$ cat config.mk
export PLATFORM = sky130hd
export DESIGN_NAME = wb_cmd_master
export DESIGN_NICKNAME = d
export VERILOG_FILES = /design/src/rtl/wb_cmd_master.sv
export SDC_FILE = /design/constraint.sdc
export NUM_CORES = 1
export LEC_CHECK = 0
export ABC_AREA = 1
export ABC_CLOCK_PERIOD_IN_PS = 2100
export CORE_ASPECT_RATIO = 1.25
export CORE_MARGIN = 8
export CORE_UTILIZATION = 41
export CTS_BUF_LIST = sky130_fd_sc_hd__clkbuf_8
export CTS_CLUSTER_SIZE = 14
export DETAILED_ROUTE_END_ITERATION = 10
export PLACE_DENSITY = 0.91
export SETUP_SLACK_MARGIN = 0.1
export SLEW_MARGIN = 20
export SYNTH_ARGS = -nofsm -noshare
export SYNTH_HDL_FRONTEND = slang
export SYNTH_SLANG_ARGS = --single-unit
$ cat constraint.sdc
create_clock -name wb_clk_i -period 2.1 [get_ports wb_clk_i]
set_clock_uncertainty 0.15 [all_clocks]
set_input_delay 0.21 -clock wb_clk_i [delete_from_list [all_inputs] [get_ports wb_clk_i]]
set_output_delay 0.21 -clock wb_clk_i [all_outputs]
set_load 0.02 [all_outputs]
$ cat src/rtl/wb_cmd_master.sv
`default_nettype none
// ============================================================================
// Module   : wb_cmd_master
// Purpose  : Single-outstanding Wishbone classic master. Converts a
//            valid/ready command stream into one bus cycle at a time and
//            returns read data, or a timeout error when no ack arrives.
// Revision : 1.0 - initial release
// ============================================================================
module wb_cmd_master #(
    parameter int TIMEOUT = 16
) (
    input  logic        wb_clk_i,
    input  logic        wb_rst_i,
    // command stream
    input  logic        req_valid,
    output logic        req_ready,
    input  logic        req_we,
    input  logic [31:0] req_adr,
    input  logic [31:0] req_dat,
    input  logic [3:0]  req_sel,
    // response stream
    output logic        rsp_valid,
    input  logic        rsp_ready,
    output logic [31:0] rsp_dat,
    output logic        rsp_err,
    // Wishbone master port
    output logic        wbm_cyc_o,
    output logic        wbm_stb_o,
    output logic        wbm_we_o,
    output logic [3:0]  wbm_sel_o,
    output logic [31:0] wbm_adr_o,
    output logic [31:0] wbm_dat_o,
    input  logic        wbm_ack_i,
    input  logic [31:0] wbm_dat_i
);

    localparam logic [1:0] c_S_IDLE = 2'd0;
    localparam logic [1:0] c_S_BUS  = 2'd1;
    localparam logic [1:0] c_S_RESP = 2'd2;

    // TIMEOUT is limited to 1..255, so the 8-bit compare value is exact
    localparam logic [7:0] c_TIMEOUT = 8'(TIMEOUT);

    logic [1:0] r_state;
    logic [7:0] r_count;   // 1 in the first BUS cycle, never wraps

    // Commands are only taken while nothing is in flight
    assign req_ready = (r_state == c_S_IDLE);

    // Transfer sequencer: all bus and response outputs are registered here
    always_ff @(posedge wb_clk_i) begin
        if (wb_rst_i) begin
            r_state   <= c_S_IDLE;
            r_count   <= 8'd0;
            rsp_valid <= 1'b0;
            rsp_dat   <= 32'd0;
            rsp_err   <= 1'b0;
            wbm_cyc_o <= 1'b0;
            wbm_stb_o <= 1'b0;
            wbm_we_o  <= 1'b0;
            wbm_sel_o <= 4'd0;
            wbm_adr_o <= 32'd0;
            wbm_dat_o <= 32'd0;
        end else begin
            case (r_state)
                c_S_IDLE: begin
                    if (req_valid) begin
                        wbm_cyc_o <= 1'b1;
                        wbm_stb_o <= 1'b1;
                        wbm_we_o  <= req_we;
                        wbm_sel_o <= req_sel;
                        wbm_adr_o <= req_adr;
                        wbm_dat_o <= req_dat;
                        r_count   <= 8'd1;
                        r_state   <= c_S_BUS;
                    end
                end
                c_S_BUS: begin
                    // ack wins over timeout when both occur on one edge
                    if (wbm_ack_i || (r_count == c_TIMEOUT)) begin
                        rsp_valid <= 1'b1;
                        rsp_err   <= ~wbm_ack_i;
                        rsp_dat   <= (wbm_ack_i && !wbm_we_o) ? wbm_dat_i : 32'd0;
                        wbm_cyc_o <= 1'b0;
                        wbm_stb_o <= 1'b0;
                        wbm_we_o  <= 1'b0;
                        wbm_sel_o <= 4'd0;
                        wbm_adr_o <= 32'd0;
                        wbm_dat_o <= 32'd0;
                        r_state   <= c_S_RESP;
                    end else begin
                        r_count <= r_count + 8'd1;
                    end
                end
                c_S_RESP: begin
                    if (rsp_ready) begin
                        rsp_valid <= 1'b0;
                        rsp_dat   <= 32'd0;
                        rsp_err   <= 1'b0;
                        r_state   <= c_S_IDLE;
                    end
                end
                default: begin
                    r_state <= c_S_IDLE;
                end
            endcase
        end
    end

endmodule
`default_nettype wire

==> summary.txt, run 1 <==
Timing
  – Slew headroom: between 70 and 80%
  – Max frequency: between 0.5 and 0.6 GHz
  – Clock period minus worst slack: 1.887 ns
  – Worst hold slack: 0.05206 ns
  – Slew Limit Fails: 0
  – Fin. Hold Viols: 0
  – Actual slew at the worst max-slew pin: 0.3674 ns
  – Post-Route Setup TNS: 0 ns
  – Tcrit/Tclk final: between 80% and 90%
  – RSZ-0062 raised after global routing: false
  – Finish-stage setup viols: 0

Global route
  – Vias in the first global route: 4651
  – Largest net degree at the start of global routing: 55
  – Antenna violations before repair: 0
  – Total track usage: 20.19%
  – Global-route wire length before repair: 22460 microns
  – GRT overflow: 0

Floorplanning
  – Die width: 106.8 microns
  – # rows: 41
  – Starting Density: between 40% and 50%
  – Top-Level Pins: 212
  – Core area: 10050 sq um
  – Die height: 129.5 microns
  – Die area: 13830 sq um

Cells and area
  – Ant. Diodes: 0
  – Final nets: just under 900
  – Layout cells sized above 1: 6.623%
  – Synth-to-Final Area Change: 61.55%
  – Fin util: 67.91%
  – Post-Layout Cell Count: 899

Critical path
  – Cell family with most CP delay: buffers and inverters
  – Flop2flop setup slack: 0.30 ns
  – Setup crit start kind: flip-flop
  – CP cell instances: clkdlybuf4s50_1
  – Worst path slowest cell: clkdlybuf4s50_1
  – Critical R2R Capture: wbm_dat_o[24]
  – CP max FO: 3
  – Critical setup path kind: reg2out
  – Reg2reg start: r_count[0]
  – Max incr delay on CP: a little under 0.7 ns
  – Worst Path Arrival: 1.53 ns
  – R2R depth: 10
  – CP endpoint kind: output port
  – Buf/Inv on CP: 1
  – Worst Path Required: approximately 1.7 ns

Clock network
  – Sink Count: around 110
  – Hold Buf Count CTS: 0
  – CTS Root Cell: clkbuf_8
  – Later-pin clock latency in the skew report: 0.41 ns
  – # resized after CTS: 0
  – Setup bufs post-CTS: 0
  – Clk slew on worst S/H paths: 0.07 ns
  – H-tree Lvls: 4
  – CTS Buf Count: 17
  – Maximum buffer depth of the clock tree: 2
  – CTS tree: yes

Detailed routing
  – Total wire length: approximately 14000 microns
  – DRT Pass-1 Iters: 4
  – WL/cell: around 16 microns
  – DR vias/cell: 4.971
  – Drt initial violations: 193
  – DRC: 0
  – Via count: 4469
  – Antenna Violating Nets Remaining: 0

Synth
  – Syn. warnings: 0
  – Number of flops mapped to enable cells by yosys: 0
  – Syn nets: ~660
  – Post-synth top area share: 54.00%
  – FF+latch count, synth: about 110
  – Synthesized area per cell: 7.629 sq um
  – Synth top area cells: dfxtp_1, nand2_1, a21oi_1
  – Syn Std Cell Area: 4227 sq um
  – Sequential-to-total area share from yosys stat: roughly 54%
  – Yosys top cell by area: dfxtp_1
  – Leading cell types by count after synthesis: nand2_1, dfxtp_1, a21oi_1, nand3_1, clkbuf_1
  – Async set-reset flop share out of synthesis: 0%
  – Synth unique cells: 19
  – Most numerous cell in the Yosys netlist: nand2_1
  – Post-synth top flop: dfxtp_1
  – Cells after Synth: 554

Min path
  – Worst min path class: in2reg
  – Hold-critical path depth: 2
  – Hold path start: wb_rst_i
  – WHS Endpoint: r_state[0]

Placed design
  – GPL Wtd Cong: 0.8476
  – Placed Cells: roughly 870
  – Port buffer count: between 200 and 250
  – Final HPWL DP: 10840 microns

Power and ir drop
  – Leak: 2.526 nW
  – Pwr Total: 5.181 mW
  – Cell Pwr Density: 758.9 nW/um^2
  – Peak VDD IR: 488.6 uV

Run
  – Max-Cap Viols: 0

Outcome
  – Outcome: complete, no violations
[area by class of cell]
class | instances | area, sq um
clock inverter | 14 | 118.9
sequential | 114 | 2282
tap | 129 | 161.4
timing repair buffer | 222 | 2255
multi-input combinational | 386 | 1703
fill | 805 | 3227
inverter | 16 | 60.06
clock buffer | 18 | 247.7
[logic make-up after synthesis]
group / Yosys count / synth area share (%)
buffers and inverters: 54 / 5.861
AOI/OAI and AO/OA: 118 / 14.18
DFF: 114 / 54.00
adders and majority gates: 2 / 0.5920
and+or+nand+nor: 266 / 25.37
[per-layer routing]
| layer | vias up | part of all wire [%] | GRT usage, % |
|---|---|---|---|
| met4 | 0 | 2.2 | 7.054 |
| met2 | 177 | 51 | 36.31 |
| met1 | 2068 | 37 | 19.81 |
| li1 | 2202 | - | - |
| met5 | - | 0 | 0 |
| met3 | 22 | 9.9 | 9.488 |
[through the flow]
step	setup slack (ns)	area (sq um)
floorplan	0.4870	4227
global placement	0.4178	6461
detailed placement	0.3375	6461
CTS	0.1850	6828
global route	0.1280	6828
finish	0.2128	6828
[sequential cells by signal, summed over array words and instances, names as in the netlist]
name       count
rsp_err        1
wbm_we_o       1
r_count        8
wbm_sel_o      4
wbm_dat_o     32
r_state        2
wbm_stb_o      1
wbm_adr_o     32
rsp_dat       32
rsp_valid      1
[cell usage in the layout, fill, tap and decap left out, types with 2 or more instances in the layout]
cell	n
inv_2	4
nand2_1	201
clkdlybuf4s50_1	210
ha_1	2
a21oi_1	111
o21ai_0	3
buf_4	7
clkbuf_8	18
clkinv_4	5
dfxtp_1	114
inv_1	14
clkinv_2	3
nor2_1	14
buf_12	5
clkinvlp_4	3
o21bai_1	2
nand2_2	4
nand3_1	45
[report_power, final]
group          switching (mW)  internal, mW
combinational           0.499         0.488
clock                   0.883         0.957
sequential             0.0699          2.28
total                    1.45          3.73
[worst register-to-register path: cells and delay by family, from the launching register on]
| family | cells | cell delay, ns |
|---|---|---|
| fa+ha+maj | 1 | 0.20 |
| buf+inv | 2 | 0.32 |
| simple gates | 6 | 0.54 |
| compound gates | 1 | 0.15 |
| flops | 1 | 0.38 |
[worst max path at each step]
stage | depth (start not counted) | to | from | slack [ns]
final | 1 | wbm_we_o | wbm_we_o | 0.21
after global routing | 10 | wbm_sel_o[0] | r_count[0] | 0.13
after floorplan | 7 | wbm_adr_o[12] | r_state[0] | 0.49
after global placement | 7 | rsp_dat[18] | wbm_ack_i | 0.42
after detailed placement | 7 | rsp_dat[5] | wbm_ack_i | 0.34
after CTS | 1 | wbm_we_o | wbm_we_o | 0.18
Power figures use the tool's default switching activity.
==> run 2, diff against run 1 <==
Settings changed: CELL_PAD_IN_SITES_DETAIL_PLACEMENT set to 0, CELL_PAD_IN_SITES_GLOBAL_PLACEMENT set to 2, CORE_UTILIZATION 41 to 21, CTS_BUF_LIST sky130_fd_sc_hd__clkbuf_8 to not set, GPL_TIMING_DRIVEN set to 0, PLACE_DENSITY 0.91 to 0.89.
==> summary.txt, run 2 (same netlist as run 1, synthesis figures left out) <==
Min path
  – Worst min path class: in2reg
  – Hold-critical path depth: 2
  – Hold path start: wb_rst_i

Global route
  – Total track usage: 13.28%
  – Vias in the first global route: approximately 4.6k
  – GRT overflow: 0
  – Antenna violations before repair: 0
  – Global-route wire length before repair: 25590 microns
  – Largest net degree at the start of global routing: 17

Clock network
  – CTS tree: yes
  – CTS Buf Count: 17
  – CTS Root Cell: clkbuf_16
  – Sink Count: 114
  – Maximum buffer depth of the clock tree: 2
  – H-tree Lvls: 4
  – Hold Buf Count CTS: 0
  – Later-pin clock latency in the skew report: 0.41 ns
  – Clk slew on worst S/H paths: 0.05 ns

Critical path
  – Worst Path Arrival: 1.51 ns
  – R2R depth: 11
  – Critical setup path kind: reg2out
  – Setup crit start kind: flip-flop
  – Worst path slowest cell: clkdlybuf4s50_1
  – Reg2reg start: r_count[0]
  – CP max FO: 3
  – CP cell instances: nor2_1 > clkdlybuf4s50_1
  – Crit. Startpoint: r_state[0]
  – Cell family with most CP delay: buffers and inverters
  – Worst Path Required: about 1.7 ns
  – CP endpoint kind: output port
  – Max incr delay on CP: around 0.65 ns
  – Buf/Inv on CP: 1
  – WP depth: 2

Detailed routing
  – Via count: 4410
  – Drt initial violations: 120
  – DR vias/cell: 4.141
  – WL/cell: 15.24 microns
  – Antenna Violating Nets Remaining: 0
  – Total wire length: 16230 microns
  – DRC: 0
  – DRT Pass-1 Iters: 4

Floorplanning
  – Core area: roughly 20000 sq um
  – Starting Density: 21.18%
  – # rows: 58
  – Top-Level Pins: 212
  – Die width: 142.9 microns
  – Die height: ~170 microns
  – Die area: 24950 sq um

Timing
  – Max frequency: 0.5339 GHz
  – Clock period minus worst slack: 1.873 ns
  – Slew headroom: 56.30%
  – Actual slew at the worst max-slew pin: 0.6555 ns
  – Fin. Hold Viols: 0
  – Slew Limit Fails: 0
  – Tcrit/Tclk final: 89.19%
  – Finish-stage setup viols: 0
  – Final WS setup: between 0.2 and 0.25 ns
  – RSZ-0062 raised after global routing: false

Power and ir drop
  – Peak VDD IR: 521.5 uV
  – Leak: 2.650 nW
  – Cell Pwr Density: about 850 nW/um^2

Placed design
  – Dpl cell area: 6666 sq um
  – Final HPWL DP: approximately 12000 microns
  – Port buffer count: 210
  – GPL Wtd Cong: around 0.79
  – Placed Cells: 1034
  – Pre-CTS WS: -0.09537 ns

Cells and area
  – Layout cells sized above 1: 7.044%
  – Ant. Diodes: 0
  – Most common cell after layout, fill and taps aside: clkdlybuf4s50_1
  – Most frequent cells in the layout: clkdlybuf4s50_1, nand2_1, dfxtp_1
  – Post-Layout Cell Count: 1065
  – Final nets: between 800 and 900
  – Cell area after layout: 7266 sq um
  – Largest registers: rsp_dat: 32 flops, wbm_adr_o: 32 flops, wbm_dat_o: 32 flops
  – Synth-to-Final Area Change: 71.91%

Outcome
  – Outcome: complete, no violations

Run
  – Max-Cap Viols: 0
run 2: layout make-up:
cell class | instances | area, sq um
clock inverters | 9 | 106.4
plain buffers | 38 | 191.4
flip-flops and latches | 114 | 2282
repair buffers | 210 | 2102
clock buffers | 22 | 474.2
multi-input cells | 386 | 1712
well taps | 270 | 337.8
fillers | 2124 | 12690
inverters | 16 | 60.06
run 2: per-stage QoR:
step,TNS [ns],total power [mW],util [%],hold slack [ns]
floorplan,0,2.852,-,0.2074
detailed placement,-0.7189,3.419,33.40,0.3005
global placement,-0.9326,3.419,33.40,0.2961
global route,0,6.518,36.41,0.1150
finish,0,6.199,36.41,0.06263
CTS,0,6.332,36.31,0.05465
run 2: metal layers:
layer | up-vias | GRT usage, % | wire length (microns)
met5 | - | 0 | 0
met4 | 0 | 4.261 | 214
met3 | 14 | 6.745 | 1679
met2 | 152 | 20.99 | 7471
met1 | 1985 | 15.23 | 6863
li1 | 2259 | - | -
run 2: what timing repair did:
| action | in CTS | in global routing |
|---|---|---|
| setup buffers | 0 | 0 |
| endpoints found under the setup margin | 0 | 57 |
| resized for setup | 0 | 6 |
run 2: final timing paths:
| path | end | slack, ns |
|---|---|---|
| min reg2reg | wbm_adr_o[25] | 0.30 |
| max reg2reg | wbm_adr_o[12] | 0.27 |
| max | req_ready | 0.23 |
| min | r_state[0] | 0.06 |
run 2: worst register-to-register path, stage by stage (launching register included):
cell and delay [ns]:
dfxtp_1 0.38, inv_1 0.10, ha_1 0.21, nand2_1 0.06
nor2_1 0.04, nand2_1 0.08, nand3_2 0.10, nand2_4 0.14
buf_6 0.16, buf_6 0.15, nand2_1 0.06, a21oi_1 0.11
run 2: power breakdown:
part,switching (mW),leakage [nW],internal (mW)
combinational,0.520,1.44,0.489
sequential,0.0654,0.932,2.29
clock,1.01,0.278,1.83
